`config.mk`:
```
export PLATFORM = sky130hd
export DESIGN_NAME = register_dump_unit_flat
export DESIGN_NICKNAME = d
export VERILOG_FILES = /design/src/rtl/register_dump_unit_pkg.sv /design/src/rtl/register_dump_unit_if.sv /design/src/rtl/register_dump_unit.sv /design/src/flat_wrapper.sv
export SDC_FILE = /design/constraint.sdc
export NUM_CORES = 1
export LEC_CHECK = 0
export BUFFER_PORTS_ARGS = -buffer_cell sky130_fd_sc_hd__buf_2
export CORE_ASPECT_RATIO = 1.5
export CORE_MARGIN = 1
export CORE_UTILIZATION = 46
export CTS_BUF_LIST = sky130_fd_sc_hd__clkbuf_4 sky130_fd_sc_hd__clkbuf_8 sky130_fd_sc_hd__clkbuf_16
export DETAILED_ROUTE_END_ITERATION = 8
export HOLD_SLACK_MARGIN = 0.05
export PLACE_DENSITY = 0.82
export SETUP_SLACK_MARGIN = 0.3
export SKIP_CTS_REPAIR_TIMING = 1
export SLEW_MARGIN = 20
export SYNTH_ARGS = -nofsm -noshare
export SYNTH_HDL_FRONTEND = slang
export SYNTH_SLANG_ARGS = --single-unit
```
`constraint.sdc`:
```
create_clock -name clock -period 2.4 [get_ports clock]
set_input_delay 0.36 -clock clock [delete_from_list [all_inputs] [get_ports clock]]
set_output_delay 0.36 -clock clock [all_outputs]
set_load 0.1 [all_outputs]
```
`src/rtl/register_dump_unit_pkg.sv`:
```
// Shared widths, dump FSM encoding and beat payload for the register dump unit.
package register_dump_unit_pkg;

  localparam int unsigned REG_ADDR_W = 5;
  localparam int unsigned NUM_REGS   = 32;
  localparam int unsigned DATA_W     = 32;

  // Dump FSM states (2-bit encoding)
  typedef enum logic [1:0] {
    ST_IDLE    = 2'd0,
    ST_CAPTURE = 2'd1,
    ST_SEND    = 2'd2,
    ST_DONE    = 2'd3
  } dump_state_t;

  // One {index, value} beat as it appears on the debug stream
  typedef struct packed {
    logic [REG_ADDR_W-1:0] index;
    logic [DATA_W-1:0]     data;
  } beat_t;

endpackage

```
`src/rtl/register_dump_unit_if.sv`:
```
// Valid/ready beat stream from the dump unit to the debug/trace link.
interface register_dump_unit_if #(
  parameter int unsigned SIZE   = 32,
  parameter int unsigned ADDR_W = 5
);

  logic              out_valid;
  logic              out_ready;
  logic [ADDR_W-1:0] out_index;
  logic [SIZE-1:0]   out_data;

  // Producer side (dump unit)
  modport master (
    output out_valid,
    output out_index,
    output out_data,
    input  out_ready
  );

  // Consumer side (trace link)
  modport slave (
    input  out_valid,
    input  out_index,
    input  out_data,
    output out_ready
  );

endinterface

```
`src/rtl/register_dump_unit.sv`:
```
// Walks the register bank read port r0..r(NREGS-1) and streams each register
// as one {index, value} beat. Read-only with respect to the bank.
module register_dump_unit
  import register_dump_unit_pkg::*;
#(
  parameter int unsigned SIZE   = DATA_W,
  parameter int unsigned NREGS  = NUM_REGS,
  parameter int unsigned ADDR_W = REG_ADDR_W
) (
  input  logic                        clock,
  input  logic                        reset,
  input  logic                        start,
  input  logic                        abort,
  output logic [ADDR_W-1:0]           rd_addr,
  input  logic [SIZE-1:0]             rd_data,
  register_dump_unit_if.master        stream,
  output logic                        busy,
  output logic                        done
);

  localparam logic [ADDR_W-1:0] LAST_IDX = ADDR_W'(NREGS - 1);

  dump_state_t       state;
  logic [ADDR_W-1:0] idx;

  // The bank read address is the walk counter itself
  assign rd_addr = idx;

  // Dump FSM, walk counter and beat holding registers
  always_ff @(posedge clock) begin
    if (reset) begin
      state           <= ST_IDLE;
      idx             <= '0;
      stream.out_valid <= 1'b0;
      stream.out_index <= '0;
      stream.out_data  <= '0;
      busy            <= 1'b0;
      done            <= 1'b0;
    end else begin
      done <= 1'b0;
      if (abort && (state != ST_IDLE)) begin
        // Abort wins over any handshake in the same cycle; no done follows
        state            <= ST_IDLE;
        idx              <= '0;
        stream.out_valid <= 1'b0;
        busy             <= 1'b0;
      end else begin
        case (state)
          ST_IDLE: begin
            if (start) begin
              idx   <= '0;
              busy  <= 1'b1;
              state <= ST_CAPTURE;
            end
          end
          ST_CAPTURE: begin
            stream.out_data  <= rd_data;
            stream.out_index <= idx;
            stream.out_valid <= 1'b1;
            state            <= ST_SEND;
          end
          ST_SEND: begin
            if (stream.out_valid && stream.out_ready) begin
              stream.out_valid <= 1'b0;
              if (idx == LAST_IDX) begin
                // Last beat taken: no increment, so idx never wraps
                busy  <= 1'b0;
                done  <= 1'b1;
                state <= ST_DONE;
              end else begin
                idx   <= idx + ADDR_W'(1);
                state <= ST_CAPTURE;
              end
            end
          end
          ST_DONE: begin
            idx   <= '0;
            state <= ST_IDLE;
          end
          default: begin
            state <= ST_IDLE;
          end
        endcase
      end
    end
  end

endmodule
```
`src/flat_wrapper.sv`:
```
// flat-port wrapper written by rule: the top's interface ports become plain ports
module register_dump_unit_flat import register_dump_unit_pkg::*;
#(
  parameter int unsigned SIZE   = DATA_W,
  parameter int unsigned NREGS  = NUM_REGS,
  parameter int unsigned ADDR_W = REG_ADDR_W
)
  (clock, reset, start, abort, rd_addr, rd_data, busy, done, stream_out_valid, stream_out_index, stream_out_data, stream_out_ready);
  register_dump_unit_if #(.SIZE(SIZE), .ADDR_W(ADDR_W)) stream_i ();
  input  logic clock;
  input  logic reset;
  input  logic start;
  input  logic abort;
  output logic [ADDR_W-1:0] rd_addr;
  input  logic [SIZE-1:0] rd_data;
  output logic busy;
  output logic done;
  output wire logic [$bits(stream_i.out_valid)-1:0] stream_out_valid;
  output wire logic [$bits(stream_i.out_index)-1:0] stream_out_index;
  output wire logic [$bits(stream_i.out_data)-1:0] stream_out_data;
  input wire logic [$bits(stream_i.out_ready)-1:0] stream_out_ready;
  assign stream_out_valid = stream_i.out_valid;
  assign stream_out_index = stream_i.out_index;
  assign stream_out_data = stream_i.out_data;
  assign stream_i.out_ready = stream_out_ready;
  register_dump_unit #(.SIZE(SIZE), .NREGS(NREGS), .ADDR_W(ADDR_W)) u_core (.clock(clock), .reset(reset), .start(start), .abort(abort), .rd_addr(rd_addr), .rd_data(rd_data), .stream(stream_i), .busy(busy), .done(done));
endmodule
```
Yosys cells after proc, flatten, opt, wreduce, memory -nomap -nowiden
Cells that the tools add are included.

$add $sub $neg: 1. Multiply operators: 0. Divide/modulo/power cells: 0. $lt $le $gt $ge: 0. Eq/ne operators: 8. Shifts and indexed selects: 0. Mux-type cells: 15. Bitwise gates (word level): 3. Reductions and logical operators: 14.

Operator list (number): 5-bit 2-to-1 mux (3); 5-bit one-hot mux with 3 select lines (1); 2-bit one-hot mux with 4 select lines (1); 4-bit AND reduction (2); 2-bit 2-to-1 mux (3); 2-bit AND reduction (3); 2-bit nonzero test (3); 5-bit by 1-bit adder with 5-bit output, second input constant (1); 5-bit == test, second input constant (1); 1-bit 2-to-1 mux (5); 2-bit == test, second input constant (2); 2-bit by 1-bit inequality test with 1-bit output, second input constant (2); 2-bit inequality test, second input constant (2); 1-bit one-hot mux with 2 select lines (2); 4-bit OR reduction (1); 1-bit NOT (3); 3-bit nonzero test (1); 2-bit by 1-bit == test with 1-bit output, second input constant (1); 1-bit logical AND (2); 2-bit logical NOT (1); 2-bit OR reduction (1).

Register bits after elaboration: 47. Bits in latches: 0. RAM bits: 0. ROM bits: 0. Output and inout bits: 45. Word-level logic and storage cells: 48. Memories kept: 0.

Logic depth before layout (Yosys ltp)
Gate-level depths: netlist (run 1).

Depth in word-level cells: 4. Gate-level depth with buffers: 6. Depth with buffers taken out: 6.

Worst setup path before layout (run 1)
OpenSTA, ideal clock, no wires.

Path type: reg-to-reg. Start point: register u_core.idx[0], in the netlist u_core.rd_addr[0]. End point: register u_core.idx[2], in the netlist u_core.rd_addr[2]. Setup time: 0.071 ns. Arrival time: 2.184 ns. Slack: 0.145 ns. Stages on the path, launching flop included: 7. Buffers on the path: 0. Period minus slack after synthesis: 2.255 ns. Path through: dfxtp_1 ha_1 and3_1 ha_1 nand4b_4 or4_1 a21oi_1.

Cells in the longest elaborated chain, start to end: 4.

RTL lines: start: declaration (RTL line register_dump_unit.sv:24) `logic [ADDR_W-1:0] idx;`; start signal: assignment (RTL line register_dump_unit.sv:71) `idx <= idx + ADDR_W'(1);`; 5-bit by 1-bit adder with 5-bit output (RTL line register_dump_unit.sv:71); 5-bit 2-to-1 mux (RTL line register_dump_unit.sv:65) `if (idx == LAST_IDX) begin`; 5-bit 2-to-1 mux (RTL line register_dump_unit.sv:63) `if (stream.out_valid && stream.out_ready) begin`; 5-bit one-hot mux with 3 select lines (RTL line register_dump_unit.sv:48) `case (state)`.

Parallel ways exist; a longest one is shown, timed or not. The select of a mux whose other input is x is not followed. A chain may end at the register's enable or synchronous reset.

Worst setup path after layout (run 1)
Ends and elaborated chain as after synthesis.

==> results.txt, run 1 <==
----------------------------------------------------
[Status]
  Result of the run ... complete, no violations

[Detailed routing]
  DRC violation count after routing ... 0
  Routed length per placed instance ... 11.8 um
  Final routed wirelength across all metal layers ... 3.98 mm
  Routed vias ... 1725
  Number of antenna-violating nets in the routed design ... 0
  Number of iterations in the first detailed-routing pass ... 4
  DRC violation total after the first TritonRoute iteration ... 41
  Vias per cell ... 5.10

[Timing]
  Rel. slew slack ... 65.1%
  Slew of the pin with the lowest slew margin ... 523 ps
  Final worst slack ... 588 ps
  Max-slew violation total from the final report ... 0
  Total setup violations reported at the end of the flow ... 0
  Worst setup skew after layout ... 9.27 ps
  Final hold violation count ... 0
  Final critical delay including setup and external delays ... 1810 ps
  Unrepaired setup endpoints after global routing ... no
  Fmax ... 0.552 GHz
  Final period utilization ... 75.5%
  Total negative setup slack ... 0 ps

[CTS]
  Number of buffers inserted during clock tree synthesis ... 5
  Level count of the clock H-tree ... 2
  Clock-pin transition on the worst setup and hold timing paths ... 90 ps
  Source-to-sink clock delay at the later pin of the worst-skew pair ... 290 ps
  Buffer depth of the longest clock path ... 2
  CTS sink cnt ... 47
  Clk root buf ... clkbuf_8
  Clock tree from TritonCTS ... done

[Power]
  VDD IR-drop max ... 0.503 mV
  Power density over the cells ... 687 nW/um^2
  Leakage Power ... 1.08 nW
  Total design power ... 1.59 mW

[Placement]
  Post-placement worst setup slack ... 598 ps
  Port buffer count ... 81
  Detailed Place HPWL ... 2.80 mm
  Final weighted congestion in routability-driven placement ... 0.895

[Critical path]
  Critical path capture point type ... flip-flop
  Startpoint of the most critical setup path ... u_core.rd_addr[0]
  Series of cell instances along the critical path ... ha_1 -> and3_1 -> ha_1 -> nand4b_4 -> or4_1 -> a21oi_1
  Kind of launch point of the worst setup path ... flip-flop
  Required arrival time at the worst endpoint ... 2630 ps
  Worst R2R Start ... u_core.rd_addr[0]
  Arrival time of data at the critical path endpoint ... 2040 ps
  Startpoint-to-endpoint class of the critical path ... reg -> reg
  Crit-path slowest cell ... or4_1
  Critical path fanouts, max ... 7
  CP bufs+invs ... 0
  Cell class contributing the biggest share of worst-path delay ... simple AND/OR/NAND/NOR gates
  Critical Path Most Common Cell ... ha_1
  Largest stage delay on the critical path ... 430 ps

[Logic synthesis]
  Post-synth top cells ... nand2_1 (75), dfxtp_1 (47), a21oi_1 (41)
  Syn Std Cell Area ... 1840 um^2
  Syn Inst Count ... 218
  Number of nets produced by synthesis ... 258
  Dominant cells by area after synthesis ... dfxtp_1 (51%), nand2_1 (15%), a21oi_1 (11%)
  Mean Syn Cell Area ... 8.44 um^2
  Proportion of netlist area held by the largest area contributor ... 51.2%
  Library cell with the highest instance count after synthesis ... nand2_1
  Post-synth top flop ... dfxtp_1
  Distinct cell type count after synthesis ... 30
  Share of synthesized area occupied by flip-flops and latches ... 51.2%
  Flip-flop and latch count after synthesis ... 47
  Number of flops mapped to enable cells by yosys ... 0
  Count of warnings emitted by yosys ... 0
  Library cell occupying the most area in the post-synthesis netlist ... dfxtp_1
  FFs w/ async S/R, synth ... 0%

[Layout]
  Total number of nets in the final design ... 335
  Layout cell share with drive strength beyond 1 ... 32.9%
  Diodes inserted ... 0
  Layout-stage area growth over the synthesis result ... 26.1%
  Number of fill cells ... 360

[GRT]
  Initial antenna violation count ... 0
  Pin count of the biggest net entering global routing ... 38
  Combined global-route utilization of all metal layers ... 20.0%
  Global-route wire length before repair ... 6.38 mm
  Via count of the first global-routing pass ... 1490
  Overall overflow remaining after global route ... 0

[Floorplanning]
  Area of the die ... 4260 um^2
  Num ports ... 82
  Floorplan die height ... 79.4 um
  Row Count ... 27
  Initial core utilization ... 49.0%
  Placeable core region ... 3750 um^2
  Die X ... 53.6 um

[Hold path]
  Hold path startpoint ... rd_data[0]
  Path type of the worst min-delay path ... in -> reg

[Run]
  Number of violations of the max-capacitance limit ... 0

----------------------------------------------------
path summary, 6_finish.rpt:
check                               end  slack [ps]  cells past startpoint
min           u_core.stream.out_data[0]         290                      3
max reg2reg           u_core.rd_addr[2]         590                      6
max                   u_core.rd_addr[2]         590                      6
min reg2reg  u_core.stream.out_data[13]         450                      2
metrics by stage:
step,utilization (%),area [um^2],cells,hold slack (ps)
2_1_floorplan,-,1840,218,496
3_3_place_gp,59.5,2230,331,439
3_5_place_dp,59.5,2230,331,443
4_1_cts,61.9,2320,338,285
5_1_grt,61.9,2320,338,286
6_report,61.9,2320,338,294
worst register-to-register path, stage by stage (launching register included):
cell      delay (ps)
dfxtp_2          350
ha_1             210
and3_1           200
ha_1             220
nand4b_4         220
or4_1            430
a21oi_1          120
placed cells by master, fill, tap and decap left out, types with 2 or more instances in the layout:
cell type  synthesis  final
a21oi_1           41     41
buf_2              4     81
buf_4              0      4
clkbuf_8           0      6
dfxtp_1           47     45
dfxtp_2            0      2
ha_1               3      3
inv_1              3      3
nand2_1           75     75
nand4_1            3      3
nand4b_1           4      4
nor2_1             2      2
nor2b_1            2      2
nor3_1             2      2
o21ai_0            4      4
or3b_1             2      2
where the power goes:
part           switching [mW]  internal (mW)
combinational           0.232         0.0660
sequential             0.0219          0.804
clock                   0.243          0.226
registers in the layout, summed over array words and instances, names as in the netlist:
signal / flops
u_core.busy: 1
u_core.done: 1
u_core.rd_addr: 5
u_core.state: 2
u_core.stream.out_data: 32
u_core.stream.out_index: 5
u_core.stream.out_valid: 1
per-layer routing:
| layer | wire (um) | track usage (%) | share of wire (%) | vias to the layer above |
|---|---|---|---|---|
| met4 | 62 | 7.89 | 1.6 | 0 |
| met1 | 1640 | 21.0 | 41 | 787 |
| met5 | 0 | 0 | 0 | - |
| met3 | 187 | 4.76 | 4.7 | 6 |
| li1 | - | - | - | 882 |
| met2 | 2080 | 36.4 | 52 | 50 |
logic make-up (layout without fill, tap and decap cells):
family,count (synthesis),count (layout),share of synthesized area (%)
simple gates,100,100,26.2
compound gates,50,50,14.6
flops,47,47,51.2
buf+inv,18,95,5.99
fa+ha+maj,3,3,2.04
final cells by class:
| class | instances | area (um^2) | share of cell area (%) |
|---|---|---|---|
| clock buffers | 6 | 82.6 | 3.56 |
| well taps | 43 | 53.8 | 2.32 |
| clock inverters | 1 | 5.00 | 0.216 |
| multi-input cells | 153 | 788 | 34.0 |
| repair buffers | 85 | 435 | 18.8 |
| flip-flops and latches | 47 | 943 | 40.7 |
| inverters | 3 | 11.3 | 0.485 |
No activity file was read; power rests on OpenSTA's default activity.
==> run 2: changes to the inputs <==
==> constraint.sdc (replaced) <==
create_clock -name clock -period 1.83 [get_ports clock]
set_input_delay 0.2745 -clock clock [delete_from_list [all_inputs] [get_ports clock]]
set_output_delay 0.2745 -clock clock [all_outputs]
set_load 0.1 [all_outputs]
==> run 2 against run 1 <==
Net effect:
- flip-flop and latch count is the same
- first-iteration DRC count up 9.8%
- critical endpoint unchanged
- routed wire length is 2.9% higher
- power increased by 34%
==> results.txt, run 2 (synthesis gave the netlist of run 1 again) <==
----------------------------------------------------
[Timing]
  Final critical delay including setup and external delays ... 1700 ps (was 1810 ps)
  Total negative setup slack ... 0 ps (unchanged)
  Unrepaired setup endpoints after global routing ... yes (was no)
  Worst-case hold slack ... 214 ps (was 294 ps)
  Final period utilization ... 92.8% (was 75.5%)
  Final hold violation count ... 0 (unchanged)
  Fmax ... 0.589 GHz (was 0.552 GHz)
  Total setup violations reported at the end of the flow ... 0 (unchanged)
  Max-slew violation total from the final report ... 0 (unchanged)
  Worst setup skew after layout ... 4.70 ps (was 9.27 ps)
  Slew of the pin with the lowest slew margin ... 506 ps (was 523 ps)
  Rel. slew slack ... 66.5% (was 65.1%)

[Critical path]
  Critical path fanouts, max ... 7 (unchanged)
  Required arrival time at the worst endpoint ... 2050 ps (was 2630 ps)
  Kind of launch point of the worst setup path ... flip-flop (unchanged)
  Critical path capture point type ... flip-flop (unchanged)
  Series of cell instances along the critical path ... ha_4 -> and3_4 -> ha_4 -> nand4b_4 -> or4_4 -> a21oi_2 (was ha_1 -> and3_1 -> ha_1 -> nand4b_4 -> or4_1 -> a21oi_1)
  Arrival time of data at the critical path endpoint ... 1910 ps (was 2040 ps)
  Critical Path Most Common Cell ... ha_4 (was ha_1)
  CP bufs+invs ... 0 (unchanged)
  Cell class contributing the biggest share of worst-path delay ... simple AND/OR/NAND/NOR gates (unchanged)
  Crit-path slowest cell ... or4_4 (was or4_1)
  Largest stage delay on the critical path ... 440 ps (was 430 ps)
  Startpoint-to-endpoint class of the critical path ... reg -> reg (unchanged)

[Power]
  Total design power ... 2.14 mW (was 1.59 mW)
  Combinational share of power ... 18.4% (was 18.7%)
  Switching Share ... 30.6% (was 31.2%)
  Seq pwr share ... 50.5% (was 51.9%)
  Clock group share of total power ... 31.1% (was 29.4%)
  Power density over the cells ... 886 nW/um^2 (was 687 nW/um^2)
  VDD IR-drop max ... 0.740 mV (was 0.503 mV)
  Leakage Power ... 1.09 nW (was 1.08 nW)
  Switching power ... 0.655 mW (was 0.497 mW)
  Internal power consumption ... 1.48 mW (was 1.10 mW)

[GRT]
  Via count of the first global-routing pass ... 1488 (was 1490)
  Pin count of the biggest net entering global routing ... 38 (unchanged)
  Initial antenna violation count ... 0 (unchanged)
  Global-route wire length before repair ... 6.46 mm (was 6.38 mm)
  Combined global-route utilization of all metal layers ... 20.5% (was 20.0%)
  Overall overflow remaining after global route ... 0 (unchanged)

[Layout]
  Diodes inserted ... 0 (unchanged)
  Final std cell area, no fill ... 2410 um^2 (was 2320 um^2)
  Layout cell share with drive strength beyond 1 ... 37.9% (was 32.9%)
  Layout-stage area growth over the synthesis result ... 31.1% (was 26.1%)
  Total number of nets in the final design ... 337 (was 335)
  Register with the most flip-flops ... u_core.stream.out_data (unchanged)
  Commonest cells after routing, fill and taps aside ... buf_2 (81), nand2_1 (75), a21oi_1 (40) (was buf_2 (81), nand2_1 (75), dfxtp_1 (45))
  Most frequent standard cell in the layout excluding fill and tap cells ... buf_2 (unchanged)
  Number of flip-flops under the largest register name ... 32 (unchanged)

[CTS]
  Number of buffers inserted during clock tree synthesis ... 5 (unchanged)
  Source-to-sink clock delay at the later pin of the worst-skew pair ... 290 ps (about the same)
  CTS sink cnt ... 47 (unchanged)
  Clk root buf ... clkbuf_8 (unchanged)
  Buffer depth of the longest clock path ... 2 (unchanged)
  Clock-pin transition on the worst setup and hold timing paths ... 80 ps (was 90 ps)
  Clock tree from TritonCTS ... done (unchanged)
  Level count of the clock H-tree ... 2 (unchanged)

[Placement]
  Detailed Place HPWL ... 3.01 mm (was 2.80 mm)
  Area post-placement ... 2280 um^2 (was 2230 um^2)
  Port buffer count ... 81 (unchanged)
  Final weighted congestion in routability-driven placement ... 0.830 (was 0.895)

[Detailed routing]
  DRC violation total after the first TritonRoute iteration ... 45 (was 41)
  Number of iterations in the first detailed-routing pass ... 4 (unchanged)
  DRC violation count after routing ... 0 (unchanged)
  Routed vias ... 1697 (was 1725)
  Routed length per placed instance ... 12.0 um (was 11.8 um)
  Final routed wirelength across all metal layers ... 4.09 mm (was 3.98 mm)
  Number of antenna-violating nets in the routed design ... 0 (unchanged)
  Vias per cell ... 4.98 (was 5.10)

[Floorplanning]
  Area of the die ... 4260 um^2 (unchanged)
  Die X ... 53.6 um (unchanged)
  Num ports ... 82 (unchanged)
  Floorplan die height ... 79.4 um (unchanged)
  Initial core utilization ... 49.0% (unchanged)
  Placeable core region ... 3750 um^2 (unchanged)
  Row Count ... 27 (unchanged)

[Run]
  Number of violations of the max-capacitance limit ... 0 (unchanged)

[Hold path]
  Path type of the worst min-delay path ... in -> reg (unchanged)

[Status]
  Result of the run ... complete, no violations (unchanged)

----------------------------------------------------
[run 2: final cells by class]
| cell class | instances | area (um^2) |
|---|---|---|
| Fill cell | 356 | 1340 |
| Sequential cell | 47 | 961 |
| Multi-Input combinational cell | 153 | 832 |
| Timing Repair Buffer | 87 | 450 |
| Clock buffer | 7 | 96.3 |
| Tap cell | 43 | 53.8 |
| Inverter | 3 | 11.3 |
| Clock inverter | 1 | 6.26 |
[run 2: final timing paths]
kind | to | from | slack [ps] | depth (start not counted)
min reg2reg | u_core.stream.out_data[15] | u_core.stream.out_data[15] | 450 | 2
min | u_core.stream.out_data[26] | rd_data[26] | 210 | 3
max reg2reg | u_core.rd_addr[2] | u_core.rd_addr[0] | 130 | 6
max | u_core.rd_addr[2] | u_core.rd_addr[0] | 130 | 6
[run 2: tightest hold or removal path, delay by kind of cell]
kind | cells | cell delay (ps)
AND/OR/NAND/NOR | 1 | 40
buffers and inverters | 1 | 90
AO/OA/AOI/OAI | 1 | 50
[run 2: per-layer routing]
metal	vias to the layer above	global-route usage (%)	share of wire, %
met4	0	7.89	0.76
met5	-	0	0
met1	760	22.1	41
met3	2	4.38	4.1
met2	50	37.0	55
li1	885	-	-
[run 2: through the flow]
stage | worst slack, ps | std cells | util [%]
floorplan | 68.9 | 218 | -
global placement | 174 | 331 | 60.9
detailed placement | 141 | 331 | 60.9
CTS | 120 | 339 | 63.6
global route | 92.4 | 341 | 64.3
finish | 132 | 341 | 64.3
[run 2: power by group through the flow]
stage | sequential, mW | combinational [mW] | clock (mW)
after floorplan | 1.30 | 0.117 | 0
after global placement | 1.10 | 0.392 | 0
after detailed placement | 1.10 | 0.395 | 0
after CTS | 1.08 | 0.395 | 0.695
after global routing | 1.09 | 0.417 | 0.739
final | 1.08 | 0.393 | 0.665
==> run 3: changes to the inputs <==
--- a/config.mk
+++ b/config.mk
@@ -5,9 +5,9 @@
 export SDC_FILE = /design/constraint.sdc
 export NUM_CORES = 1
 export LEC_CHECK = 0
-export BUFFER_PORTS_ARGS = -buffer_cell sky130_fd_sc_hd__buf_2
+export BUFFER_PORTS_ARGS = -buffer_cell sky130_fd_sc_hd__buf_4
 export CORE_ASPECT_RATIO = 1.5
-export CORE_MARGIN = 1
+export CORE_MARGIN = 2
 export CORE_UTILIZATION = 46
 export CTS_BUF_LIST = sky130_fd_sc_hd__clkbuf_4 sky130_fd_sc_hd__clkbuf_8 sky130_fd_sc_hd__clkbuf_16
 export DETAILED_ROUTE_END_ITERATION = 8
==> run 3 against run 2 <==
Net effect:
- global-route usage is 1.3 points lower
- routed wire length is 9.6% higher
- flip-flop and latch count stayed put
- maximum frequency is 3.4% lower
- die area is 6.3% higher
- worst hold slack better by 13 ps
- register-to-register slack worse by 60 ps
- sequential share of layout area is 3.9 points lower
- clock skew hardly changed
- sequential power hardly changed
- first-iteration DRC count is 16% lower
- non-clock buffer count is 8 higher
- critical endpoint unchanged
- largest cell class unchanged
- highest routed layer unchanged
==> results.txt, run 3 (synthesis gave the netlist of run 1 again) <==
----------------------------------------------------
[Status]
  Result of the run ... complete, no violations (unchanged)

[Critical path]
  Largest stage delay on the critical path ... 480 ps (was 440 ps)
  CP bufs+invs ... 0 (unchanged)
  Series of cell instances along the critical path ... ha_4 -> and3_4 -> ha_4 -> nand4b_4 -> or4_1 -> a21oi_1 (was ha_4 -> and3_4 -> ha_4 -> nand4b_4 -> or4_4 -> a21oi_2)
  Kind of launch point of the worst setup path ... flip-flop (unchanged)
  Startpoint-to-endpoint class of the critical path ... reg -> reg (unchanged)
  Cell class contributing the biggest share of worst-path delay ... simple AND/OR/NAND/NOR gates (unchanged)
  Critical path fanouts, max ... 4 (was 7)
  Crit-path slowest cell ... or4_1 (was or4_4)
  Critical path capture point type ... flip-flop (unchanged)
  Required arrival time at the worst endpoint ... 2040 ps (was 2050 ps)
  Critical Path Most Common Cell ... ha_4 (unchanged)
  Arrival time of data at the critical path endpoint ... 1970 ps (was 1910 ps)

[Layout]
  Commonest cells after routing, fill and taps aside ... buf_4 (94), nand2_1 (75), a21oi_1 (41) (was buf_2 (81), nand2_1 (75), a21oi_1 (40))
  Layout cell share with drive strength beyond 1 ... 39.3% (was 37.9%)
  Total number of nets in the final design ... 345 (was 337)
  Number of flip-flops under the largest register name ... 32 (unchanged)
  Fraction of the core area covered by cells at the end of the flow ... 68.8% (was 64.3%)
  Diodes inserted ... 0 (unchanged)
  Final instance count without filler cells ... 350 (was 341)
  Layout-stage area growth over the synthesis result ... 45.4% (was 31.1%)
  Storage cell area ... 961 um^2 (unchanged)
  Register with the most flip-flops ... u_core.stream.out_data (unchanged)
  Area of the multi-input gates ... 832 um^2 (unchanged)
  Number of fill cells ... 341 (was 356)
  Most frequent standard cell in the layout excluding fill and tap cells ... buf_4 (was buf_2)

[Timing]
  Final hold violation count ... 0 (unchanged)
  Worst setup skew after layout ... 5.06 ps (was 4.70 ps)
  Max-slew violation total from the final report ... 0 (unchanged)
  Rel. slew slack ... 74.8% (was 66.5%)
  Fmax ... 0.569 GHz (was 0.589 GHz)
  Unrepaired setup endpoints after global routing ... yes (unchanged)
  Slew of the pin with the lowest slew margin ... 377 ps (was 506 ps)
  Final worst slack ... 71.8 ps (was 132 ps)
  Final period utilization ... 96.1% (was 92.8%)
  Final critical delay including setup and external delays ... 1760 ps (was 1700 ps)
  Total negative setup slack ... 0 ps (unchanged)
  Total setup violations reported at the end of the flow ... 0 (unchanged)

[Detailed routing]
  Wire length on met3 ... 175 um (was 169 um)
  DRC violation count after routing ... 0 (unchanged)
  Highest routed layer ... met4 (unchanged)
  Vias per cell ... 5.08 (was 4.98)
  Routed length per placed instance ... 12.8 um (was 12.0 um)
  Amount of wire on met2 after detailed routing ... 2.51 mm (was 2.23 mm)
  Final routed wirelength across all metal layers ... 4.48 mm (was 4.09 mm)
  Routed vias ... 1778 (was 1697)
  Number of iterations in the first detailed-routing pass ... 4 (unchanged)
  Routed metal-1 wire length ... 1.73 mm (was 1.66 mm)
  Number of antenna-violating nets in the routed design ... 0 (unchanged)
  DRC violation total after the first TritonRoute iteration ... 38 (was 45)

[CTS]
  Clock tree from TritonCTS ... done (unchanged)
  Level count of the clock H-tree ... 2 (unchanged)
  Clk root buf ... clkbuf_8 (unchanged)
  CTS sink cnt ... 47 (unchanged)
  Number of buffers inserted during clock tree synthesis ... 5 (unchanged)
  Buffer depth of the longest clock path ... 2 (unchanged)
  Clock-pin transition on the worst setup and hold timing paths ... 80 ps (about the same)
  Source-to-sink clock delay at the later pin of the worst-skew pair ... 290 ps (about the same)

[GRT]
  Global-route wire length before repair ... 7.00 mm (was 6.46 mm)
  Initial antenna violation count ... 0 (unchanged)
  Pin count of the biggest net entering global routing ... 38 (unchanged)
  Combined global-route utilization of all metal layers ... 19.2% (was 20.5%)
  Overall overflow remaining after global route ... 0 (unchanged)
  Via count of the first global-routing pass ... 1579 (was 1488)

[Power]
  VDD IR-drop max ... 0.637 mV (was 0.740 mV)
  Combinational share of power ... 20.5% (was 18.4%)
  Clock group share of total power ... 28.7% (was 31.1%)
  Switching Share ... 30.6% (about the same)
  Power density over the cells ... 796 nW/um^2 (was 886 nW/um^2)
  Switching power ... 0.652 mW (was 0.655 mW)
  Internal power consumption ... 1.48 mW (about the same)
  Seq pwr share ... 50.8% (was 50.5%)
  Leakage Power ... 1.15 nW (was 1.09 nW)

[Floorplanning]
  Placeable core region ... 3890 um^2 (was 3750 um^2)
  Row Count ... 28 (was 27)
  Num ports ... 82 (unchanged)
  Floorplan die height ... 81.4 um (was 79.4 um)
  Initial core utilization ... 47.3% (was 49.0%)
  Area of the die ... 4530 um^2 (was 4260 um^2)
  Die X ... 55.6 um (was 53.6 um)

[Hold path]
  Path type of the worst min-delay path ... in -> reg (unchanged)

[Placement]
  Final weighted congestion in routability-driven placement ... 0.862 (was 0.830)
  Post-placement worst setup slack ... 86.6 ps (was 141 ps)
  Detailed Place HPWL ... 3.14 mm (was 3.01 mm)
  Port buffer count ... 81 (unchanged)
  Cell total after placement ... 332 (was 331)

[Run]
  Number of violations of the max-capacitance limit ... 0 (unchanged)

----------------------------------------------------
-- run 3: final cells by class --
cell class | count | share of cell area [%]
clock inverter | 1 | 0.187
tap | 45 | 2.11
clock buffer | 6 | 3.09
inverter | 3 | 0.421
sequential | 47 | 35.9
multi-input combinational | 153 | 31.1
timing repair buffer | 95 | 27.1
-- run 3: worst paths after layout --
kind | from | slack [ps] | cells past startpoint | end
setup / recovery | u_core.rd_addr[0] | 70 | 6 | u_core.rd_addr[2]
hold / removal | rd_data[31] | 230 | 3 | u_core.stream.out_data[31]
setup reg to reg | u_core.rd_addr[0] | 70 | 6 | u_core.rd_addr[2]
hold reg to reg | u_core.stream.out_data[0] | 460 | 2 | u_core.stream.out_data[0]
-- run 3: stage by stage --
step | hold WS, ps | total power, mW | instance area, um^2
2_1_floorplan | 411 | 1.42 | 1890
3_3_place_gp | 443 | 1.54 | 2490
3_5_place_dp | 448 | 1.54 | 2490
4_1_cts | 216 | 2.15 | 2580
6_report | 227 | 2.13 | 2670
5_1_grt | 222 | 2.21 | 2670
-- run 3: metal layers --
metal | vias to the layer above | GRT usage, %
met5 | - | 0
met2 | 49 | 37.4
met3 | 6 | 3.62
met4 | 0 | 6.83
met1 | 820 | 20.5
li1 | 903 | -
-- run 3: power groups by stage --
| stage | Combinational (mW) | Clock [mW] | Sequential [mW] |
|---|---|---|---|
| floorplan | 0.117 | 0 | 1.30 |
| global placement | 0.433 | 0 | 1.10 |
| detailed placement | 0.436 | 0 | 1.10 |
| CTS | 0.437 | 0.634 | 1.08 |
| global route | 0.458 | 0.668 | 1.09 |
| finish | 0.436 | 0.610 | 1.08 |
-- run 3: worst min-delay path: cells and delay by family --
kind / cells / cell delay [ps]
AO/OA/AOI/OAI: 1 / 50
buffers and inverters: 1 / 110
AND/OR/NAND/NOR: 1 / 40
